==> config.mk <==
export PLATFORM = sky130hd
export DESIGN_NAME = servo_pwm_multi
export DESIGN_NICKNAME = d
export VERILOG_FILES = /design/src/rtl/servo_pwm_multi.sv
export SDC_FILE = /design/constraint.sdc
export NUM_CORES = 1
export LEC_CHECK = 0
export ABC_CLOCK_PERIOD_IN_PS = 5550
export CORE_ASPECT_RATIO = 1.5
export CORE_UTILIZATION = 35
export DETAILED_ROUTE_END_ITERATION = 8
export PLACE_DENSITY = 0.55
export SYNTH_ARGS = -nofsm -noshare
export SYNTH_HDL_FRONTEND = slang
export SYNTH_SLANG_ARGS = --single-unit
==> constraint.sdc <==
create_clock -name clk -period 5.55 [get_ports clk]
set_input_delay 0.8325 -clock clk [delete_from_list [all_inputs] [get_ports clk]]
set_output_delay 0.8325 -clock clk [all_outputs]
set_load 0.005 [all_outputs]
==> src/rtl/servo_pwm_multi.sv <==
// servo_pwm_multi: multi-channel double-buffered servo PWM generator, optional SERVO_SLEW_EN slew limiting
module servo_pwm_multi #(
  parameter int CLK_HZ    = 50000000,
  parameter int CHANNELS  = 4,
  parameter int PERIOD_US = 20000,
  parameter int MIN_US    = 1000,
  parameter int MAX_US    = 2000,
  parameter int CENTER_US = 1500,
  parameter int SLEW_STEP = 10,
  localparam int CW       = CHANNELS > 1 ? $clog2(CHANNELS) : 1
) (
  input  logic                clk,
  input  logic                rst,
  input  logic                enable,
  input  logic                wr_en,
  input  logic [CW-1:0]       wr_ch,
  input  logic [15:0]         wr_data,
  output logic                frame_start,
  output logic [CHANNELS-1:0] pwm_out
);
  localparam int DIV = CLK_HZ / 1000000;
  localparam int PW  = DIV > 1 ? $clog2(DIV) : 1;
  logic [PW-1:0] pre_cnt;
  logic [15:0]   us_cnt;
  logic [15:0]   pending [CHANNELS];
  logic [15:0]   active  [CHANNELS];
  logic [15:0]   nxt     [CHANNELS];
  logic [15:0]   wr_w;
  logic          en_q;
  logic          tick;
  logic          boundary;
  assign tick     = pre_cnt == PW'(DIV - 1);
  assign boundary = tick && us_cnt == 16'(PERIOD_US - 1);
  assign wr_w     = wr_data < 16'(MIN_US) ? 16'(MIN_US) : wr_data > 16'(MAX_US) ? 16'(MAX_US) : wr_data;
  always_comb begin
    for (int n = 0; n < CHANNELS; n++) begin
`ifdef SERVO_SLEW_EN
      nxt[n] = pending[n] > active[n]
        ? (pending[n] - active[n] > 16'(SLEW_STEP) ? active[n] + 16'(SLEW_STEP) : pending[n])
        : (active[n] - pending[n] > 16'(SLEW_STEP) ? active[n] - 16'(SLEW_STEP) : pending[n]);
`else
      nxt[n] = pending[n];
`endif
    end
  end
  always_ff @(posedge clk) begin
    if (rst) begin
      pre_cnt     <= '0;
      us_cnt      <= '0;
      en_q        <= 1'b0;
      frame_start <= 1'b0;
      pwm_out     <= '0;
      for (int n = 0; n < CHANNELS; n++) begin
        pending[n] <= 16'(CENTER_US);
        active[n]  <= 16'(CENTER_US);
      end
    end else begin
      pre_cnt     <= tick ? '0 : pre_cnt + 1'b1;
      frame_start <= boundary;
      if (tick)
        us_cnt <= boundary ? 16'd0 : us_cnt + 16'd1;
      if (boundary)
        en_q <= enable;
      for (int n = 0; n < CHANNELS; n++) begin
        pwm_out[n] <= en_q && (us_cnt < active[n]);
        if (boundary)
          active[n] <= nxt[n];
      end
      if (wr_en && 32'(wr_ch) < CHANNELS)
        pending[wr_ch] <= wr_w;
    end
  end
endmodule

## Yosys cells after proc, flatten, opt, wreduce, memory -nomap -nowiden

Memory sizes are Yosys's and may differ from the RTL's.
Cells that the tools add are included.

- Add/subtract/negate cells: 2
- $mul: 0
- Divide/modulo/power cells: 0
- Order comparisons: 6
- Equality and inequality tests: 2
- Shift-type cells: 0
- Mux-type cells: 18
- Bitwise logic cells: 4
- Reductions and logical operators: 7

Operators with widths:

| operator | count |
|---|---|
| 16-bit two-way mux | 8 |
| 16-bit less-than comparator | 4 |
| 16-bit by 1-bit adder with 16-bit output (second input constant) | 1 |
| 16-bit by 15-bit == test with 1-bit output (second input constant) | 1 |
| 16-bit by 11-bit > comparator with 1-bit output (second input constant) | 1 |
| 16-bit by 10-bit less-than comparator with 1-bit output (second input constant) | 1 |
| 16-bit OR reduction | 1 |
| 1-bit two-way mux | 9 |
| 6-bit by 1-bit adder with 6-bit output (second input constant) | 1 |
| 6-bit == test (second input constant) | 1 |
| 1-bit logical AND | 5 |
| 1-bit OR | 4 |
| 2-bit two-way mux | 1 |
| 2-bit OR reduction | 1 |

- Flip-flop bits (word level): 28
- Bits in latches: 0
- Memory bits (writable): 128
- Bits in read-only memories: 0
- Input bits: 22
- Output and inout bits: 5
- Logic and storage cells: 46
- Memories: 2

Memory list:

| memory | depth | width | read ports | clocked after memory_dff | write ports | line | source |
|---|---|---|---|---|---|---|---|
| active | 4 | 16 | 4 | 0 | 4 | 26 | `logic [15:0] active [CHANNELS];` |
| pending | 4 | 16 | 4 | 0 | 4 | 25 | `logic [15:0] pending [CHANNELS];` |

## Depth between registers and ports, before layout

Gate-level depths: netlist of run 1.

- Depth in word-level cells: 6
- Gate-level depth with buffers: 9
- Gate-level depth less buffers: 6

## Least setup slack after synthesis of run 1

No wires, ideal clock.

- Path kind: in2reg
- Start: in wr_data[15]
- End: mem pending[2][8] (data pin)
- Setup time: 0.272 ns
- Data arrival time: 2.427 ns
- Required time: 5.278 ns
- Slack: 2.851 ns
- Stages: 5
- Buffers on the path: 1
- Cell sequence: or4_1 > nor3_2 > a22oi_1 > clkbuf_1 > or4_1

RTL lines:

| element | line | source |
|---|---|---|
| start: declaration | 17 | `input logic [15:0] wr_data,` |
| end: declaration | 25 |  |

==> run_results.csv, run 1 <==
group,metric,value,unit
clock_tree,clockBufferDepth,2,
min_path,hold_path_end,"active[3][4]$_SDFFCE_PN1P_",
route,dr.first_iter.drc_count,174,
clock_tree,path_clk_slew,0.05,ns
logic_synthesis,mappedNetlistArea,0.007522,mm2
grt,grt_max_degree,66,
route,totalWireLength,15730,um
pwr,p_per_area,306.1,mW/mm2
worst_setup_path,timing.rr.end,"active[0][14]$_SDFFCE_PN0P_",
worst_setup_path,crit_arrival,3.35,ns
min_path,hp-class,"reg2reg",
finish,fin_util,41.56,%
route,wl_met1,6435,um
logic_synthesis,seq_area_frac_synth,58.55,%
logic_synthesis,synth_top_area_share,51.10,%
sta,setup_viol,0,
worst_setup_path,reg2reg_depth,4,
finish,finalNetCount,765,
die,rows,65,
clock_tree,clock-root-buffer,"clkbuf_16",
logic_synthesis,ys_async_sr_fraction,0,%
logic_synthesis,synth_top_cell_by_area,"edfxtp_1",
worst_setup_path,end_kind,"flip-flop",
route,vias,4753,
pwr,vdd_drop_max,0.1770,mV
sta,fin_crit,3.305,ns
clock_tree,post_cts_buffers,0,
logic_synthesis,avgSynthCellArea,11.94,um2
logic_synthesis,yosys-top-cells-count,"edfxtp_1, inv_1, ha_1",
flow_run,cap_violations,0,
sta,final-max-slew-violation-count,0,
min_path,min_path_cells,1,
finish,nFillCells,1959,
route,viasPerCell,4.956,
grt,grt_pass1_wl,25070,um
finish,antenna_cells,0,
finish,final_layout_size_suffix_gt1_share,5.644,%
clock_tree,cts_num_sinks,156,
place,place.gp.congestion,0.8656,
die,initial_utilization,35.71,%
pwr,p_leak,3.477,nW
grt,grt_usage,15.21,%
route,wl_per_cell,16.40,um
grt,grt_pass1_vias,4883,
place,numPortBuffers,26,
clock_tree,cts_inserted_buffers,17,
sta,hold_viol,0,
die,die-area,0.02209,mm2
logic_synthesis,synthCells,630,
sta,tns,0,ns
route,remaining_drc_errors,0,
die,io_pins,27,
pwr,pwr-share-seq,50.0,%
pwr,internal_power,0.002152,W
die,fp.coreArea,0.02106,mm2
pwr,switching_share,19.69,%
die,die_w,121.7,um
clock_tree,h-tree-depth,4,
worst_setup_path,r2r_slack,2.45,ns
sta,fin_worst_skew,0.007594,ns
route,drt_first_pass_iters,6,
logic_synthesis,synth_edf_count,128,
clock_tree,cts.repair.resized,0,
clock_tree,insertion_delay,0.42,ns
grt,overflow,0,
logic_synthesis,ys.warnings.count,0,
logic_synthesis,synth.distinct_cells,52,
logic_synthesis,post-synth-top-count-cell,"edfxtp_1",
route,ant_nets,0,
logic_synthesis,synth_seq_cells,156,
pwr,p_sw,0.0005275,W
place,dp_hpwl,11550,um
pwr,p_clk_share,46.4,%
route,met3_length,397,um
sta,max-slew-margin-rel,41.96,%
logic_synthesis,ys.flop_type,"edfxtp_1",
min_path,hold_start,"pending[3][4]$_DFFE_PP_",
sta,worst_pin_slew,0.8626,ns
grt,antenna_found_initial,0,
worst_setup_path,crit_type,"in2reg",
finish,area_growth,16.37,%
clock_tree,ctsHoldBuffers,0,
run_status,status,"completed",
clock_tree,cts_tree,"done",
route,wl_met2,7988,um
logic_synthesis,synth_area_leaders,"edfxtp_1, ha_1, dfxtp_1",
die,die_height,181.6,um
sta,layout_worst_path_cycle_share,59.54,%
sta,fmax,302.6,MHz
worst_setup_path,crit_fanout,19,
pwr,power_frac_comb,3.6,%
route,top_layer,"met4",
worst_setup_path,worstPathRequired,5.59,ns
worst_setup_path,timing.rr.start,"us_cnt[14]$_SDFFE_PP0P_",
worst_setup_path,critPathLaunchType,"input port",
sta,rsz0062_at_grt,"no",
-- state kept, by name, summed over array words and instances, names as in the netlist --
register / cells
active: 64
pending: 64
us_cnt: 16
pre_cnt: 6
pwm_out: 4
en_q: 1
frame_start: 1
-- kinds of logic after synthesis --
kind of cell	Yosys count	share of synthesized area, %
other cells	1	0.04985
simple gates	206	16.07
fa+ha+maj	63	10.48
buf+inv	91	5.056
compound gates	102	8.517
xor+xnor	11	1.281
flops	156	58.55
-- final cells by class --
cell class | instances | area [um2] | area share (%)
repair buffers | 29 | 282.8 | 3.230
well taps | 268 | 335.3 | 3.831
clock inverters | 11 | 193.9 | 2.216
inverters | 74 | 277.8 | 3.173
multi-input cells | 402 | 2826 | 32.29
clock buffers | 19 | 432.9 | 4.946
flip-flops and latches | 156 | 4404 | 50.31
-- cell usage in the layout (no fill, tap or decap), types with 2 or more instances in the layout --
cell / count
nand4_1: 12
clkbuf_1: 2
and2_1: 37
a21o_1: 10
nand2_1: 15
o32ai_1: 2
nand2b_1: 41
nand3_1: 11
bufinv_16: 5
clkbuf_16: 17
and4_1: 2
buf_4: 3
a21oi_1: 31
inv_1: 74
o31ai_1: 5
a2111oi_0: 5
or2_2: 4
clkinvlp_4: 3
or4_1: 13
nor4b_1: 2
nand3b_1: 2
o211ai_1: 3
dfxtp_1: 28
conb_1: 20
ha_1: 63
clkdlybuf4s50_1: 26
nor3b_1: 3
or3_1: 14
xnor2_1: 8
nor4_1: 3
xor2_1: 3
edfxtp_1: 128
o21ai_0: 28
nor2_1: 23
nor3_1: 18
o21a_1: 4
a211oi_1: 2
-- per-layer routing --
layer | GRT usage, % | vias to the layer above
li1 | - | 2360
met5 | 0 | -
met3 | 2.952 | 49
met4 | 10.81 | 0
met2 | 26.05 | 118
met1 | 16.59 | 2226
-- power groups by stage --
stage	clock [W]	sequential, W	combinational (W)
5_1_grt	0.00131	0.00134	0.000107
3_3_place_gp	0	0.00136	0.0000924
6_report	0.00124	0.00134	0.0000961
3_5_place_dp	0	0.00136	0.0000960
2_1_floorplan	0	0.00135	0.0000580
4_1_cts	0.00128	0.00134	0.0000966
-- worst max-delay path by stage --
stage,endpoint,startpoint,cells after the start,slack [ns]
global placement,pending[0][13]$_SDFFCE_PN0P_,rst,4,1.95
floorplan,pending[2][8]$_SDFFCE_PN1P_,wr_data[15],5,2.85
global route,pending[0][13]$_SDFFCE_PN0P_,rst,4,2.08
finish,pending[0][13]$_SDFFCE_PN0P_,rst,4,2.25
CTS,pending[0][13]$_SDFFCE_PN0P_,rst,4,2.28
detailed placement,pending[0][11]$_SDFFCE_PN0P_,rst,4,1.83
-- worst max-delay path, stage by stage --
cell and delay [ns]:
clkdlybuf4s50_1 0.81, nand2b_1 0.59, or3_1 0.55, nand2b_1 0.56
-- metrics by stage --
stage / std cells / total power, W / hold WS (ns) / setup slack [ns] / instance area, um2
after floorplan: 649 / 0.001413 / 0.4542 / 2.851 / 7594
after global placement: 929 / 0.001456 / 0.4730 / 1.952 / 8127
after detailed placement: 929 / 0.001461 / 0.4886 / 1.833 / 8127
after CTS: 959 / 0.002712 / 0.5023 / 2.278 / 8753
after global routing: 959 / 0.002765 / 0.5117 / 2.075 / 8753
final: 959 / 0.002680 / 0.4979 / 2.245 / 8753
Note: power is estimated with default switching activity, not from simulation.
==> inputs of run 2 (changes only) <==
--- a/config.mk
+++ b/config.mk
@@ -5,11 +5,11 @@
 export SDC_FILE = /design/constraint.sdc
 export NUM_CORES = 1
 export LEC_CHECK = 0
-export ABC_CLOCK_PERIOD_IN_PS = 5550
+export ABC_CLOCK_PERIOD_IN_PS = 2650
 export CORE_ASPECT_RATIO = 1.5
 export CORE_UTILIZATION = 35
 export DETAILED_ROUTE_END_ITERATION = 8
-export PLACE_DENSITY = 0.55
+export PLACE_DENSITY = 0.56
 export SYNTH_ARGS = -nofsm -noshare
 export SYNTH_HDL_FRONTEND = slang
 export SYNTH_SLANG_ARGS = --single-unit
==> constraint.sdc (replaced) <==
create_clock -name clk -period 2.65 [get_ports clk]
set_input_delay 0.3975 -clock clk [delete_from_list [all_inputs] [get_ports clk]]
set_output_delay 0.3975 -clock clk [all_outputs]
set_load 0.005 [all_outputs]
==> run 2 against run 1 <==
Clock skew up 0.0043 ns; wire length down 0.79%; final area up 3.1%; sequential power up 110%; register-to-register slack worse by 2.1 ns; via count up 1.6%; critical path type is now reg2reg; largest cell class unchanged; highest routed layer unchanged.
==> run_results.csv, run 2 (same netlist as run 1, synthesis figures left out) <==
group,metric,value,unit
clock_tree,path_clk_slew,0.06,ns
worst_setup_path,crit_type,"reg2reg",
sta,fmax,433.2,MHz
min_path,min_path_cells,1,
route,remaining_drc_errors,0,
finish,nFillCells,1943,
sta,rsz0062_at_grt,"no",
place,dp_hpwl,12010,um
die,rows,65,
clock_tree,ctsHoldBuffers,0,
route,drt_first_pass_iters,4,
finish,antenna_cells,0,
sta,fin_crit,2.308,ns
grt,grt_usage,15.33,%
grt,antenna_found_initial,0,
die,die_w,121.7,um
run_status,status,"completed",
route,totalWireLength,15600,um
pwr,vdd_drop_max,0.2543,mV
worst_setup_path,end_kind,"flip-flop",
die,initial_utilization,35.71,%
worst_setup_path,timing.rr.end,"active[2][8]$_SDFFCE_PN1P_",
sta,max-slew-margin-rel,55.21,%
sta,final-max-slew-violation-count,0,
route,ant_nets,0,
die,fp.coreArea,0.02106,mm2
flow_run,cap_violations,0,
place,placed_area,0.008412,mm2
clock_tree,clock-root-buffer,"clkbuf_16",
finish,reg.largest.list,"active x64, pending x64, us_cnt x16",
finish,final_layout_size_suffix_gt1_share,10.47,%
min_path,hold_start,"pending[3][7]$_DFFE_PP_",
sta,tns,0,ns
pwr,p_leak,3.649,nW
finish,area_growth,20.03,%
worst_setup_path,crit_arrival,2.48,ns
die,die_height,181.6,um
place,numPortBuffers,26,
route,dr.first_iter.drc_count,183,
worst_setup_path,reg2reg_depth,5,
grt,grt_max_degree,66,
finish,most-common-layout-cells,"edfxtp_1, inv_1, ha_1",
clock_tree,h-tree-depth,4,
clock_tree,insertion_delay,0.42,ns
clock_tree,cts.repair.resized,0,
worst_setup_path,worstPathRequired,2.82,ns
grt,grt_pass1_wl,25240,um
worst_setup_path,crit_fanout,65,
die,io_pins,27,
finish,finalNetCount,798,
die,die-area,0.02209,mm2
route,viasPerCell,4.860,
clock_tree,cts_tree,"done",
sta,layout_worst_path_cycle_share,87.11,%
sta,fin_worst_skew,0.01186,ns
pwr,p_per_area,612.6,mW/mm2
clock_tree,cts_num_sinks,156,
clock_tree,clockBufferDepth,2,
worst_setup_path,critPathLaunchType,"flip-flop",
finish,final_common_cell,"edfxtp_1",
finish,final_design_area_no_fill,0.009029,mm2
min_path,hold_path_end,"active[3][7]$_SDFFCE_PN1P_",
sta,worst_pin_slew,0.6550,ns
worst_setup_path,timing.rr.start,"us_cnt[5]$_SDFFE_PP0P_",
route,wl_per_cell,15.70,um
worst_setup_path,r2r_slack,0.34,ns
clock_tree,cts_inserted_buffers,17,
grt,grt_pass1_vias,5062,
route,vias,4831,
clock_tree,post_cts_buffers,0,
min_path,hp-class,"reg2reg",
sta,setup_viol,0,
grt,overflow,0,
place,place.gp.congestion,0.8930,
sta,hold_viol,0,
-- run 2: cell types whose count changed in the layout (fill, tap and decap cells not counted) --
cell        change
buf_4          +30
buf_12          +3
inv_8           +3
bufinv_16       -2
clkinvlp_4      +2
clkbuf_1        -1
clkinv_1        -1
clkinv_4        +1
-- run 2: worst max-delay path by stage --
stage                      startpoint                          end  slack [ns]  cells after the start
4_1_cts        us_cnt[5]$_SDFFE_PP0P_   active[2][8]$_SDFFCE_PN1P_        0.32                      5
2_1_floorplan  us_cnt[5]$_SDFFE_PP0P_   active[0][0]$_SDFFCE_PN0P_      0.0007                      4
3_5_place_dp              wr_data[15]  pending[1][7]$_SDFFCE_PN1P_        0.03                      6
3_3_place_gp              wr_data[15]  pending[0][7]$_SDFFCE_PN1P_        0.06                      6
6_report       us_cnt[5]$_SDFFE_PP0P_   active[2][8]$_SDFFCE_PN1P_        0.34                      5
5_1_grt         pre_cnt[0]$_SDFF_PP0_      us_cnt[15]$_SDFFE_PP0P_        0.20                      5
-- run 2: critical path, stage by stage, from the launching register on --
cell and delay (ns):
dfxtp_1 0.35, or4b_1 0.55, or4_4 0.59, nor3_4 0.17, buf_12 0.27, nand2b_1 0.10
-- run 2: through the flow --
stage	hold slack, ns	util (%)	std cells	setup WS (ns)	total power [W]
detailed placement	0.4857	39.93	962	0.03427	0.003081
global placement	0.4851	39.93	962	0.06147	0.003070
floorplan	0.4542	-	649	0.0006974	0.002959
global route	0.5231	42.86	994	0.2028	0.005716
CTS	0.5023	42.86	994	0.3184	0.005591
finish	0.4986	42.86	994	0.3417	0.005531
-- run 2: per-layer routing --
layer,vias up,share of wire [%],GRT usage [%]
li1,2423,-,-
met1,2257,38,15.11
met2,98,53,27.57
met3,53,2.3,3.329
met4,0,6.5,11.41
met5,-,0,0
-- run 2: power breakdown --
part	leakage [nW]	total [W]	switching, W	internal [W]
Combinational	1.93	0.000226	0.000132	0.0000945
Sequential	1.43	0.00280	0.0000315	0.00277
Clock	0.285	0.00251	0.00100	0.00150
-- run 2: cell type report --
type                            count  area, um2  share of cell area (%)
Tap cell                          268      335.3                   3.714
Clock buffer                       18      429.2                   4.753
Inverter                           74      277.8                   3.076
Sequential cell                   156       4404                   48.78
Multi-Input combinational cell    402       2826                   31.31
Clock inverter                     14      187.7                   2.079
Timing Repair Buffer               62      568.0                   6.292
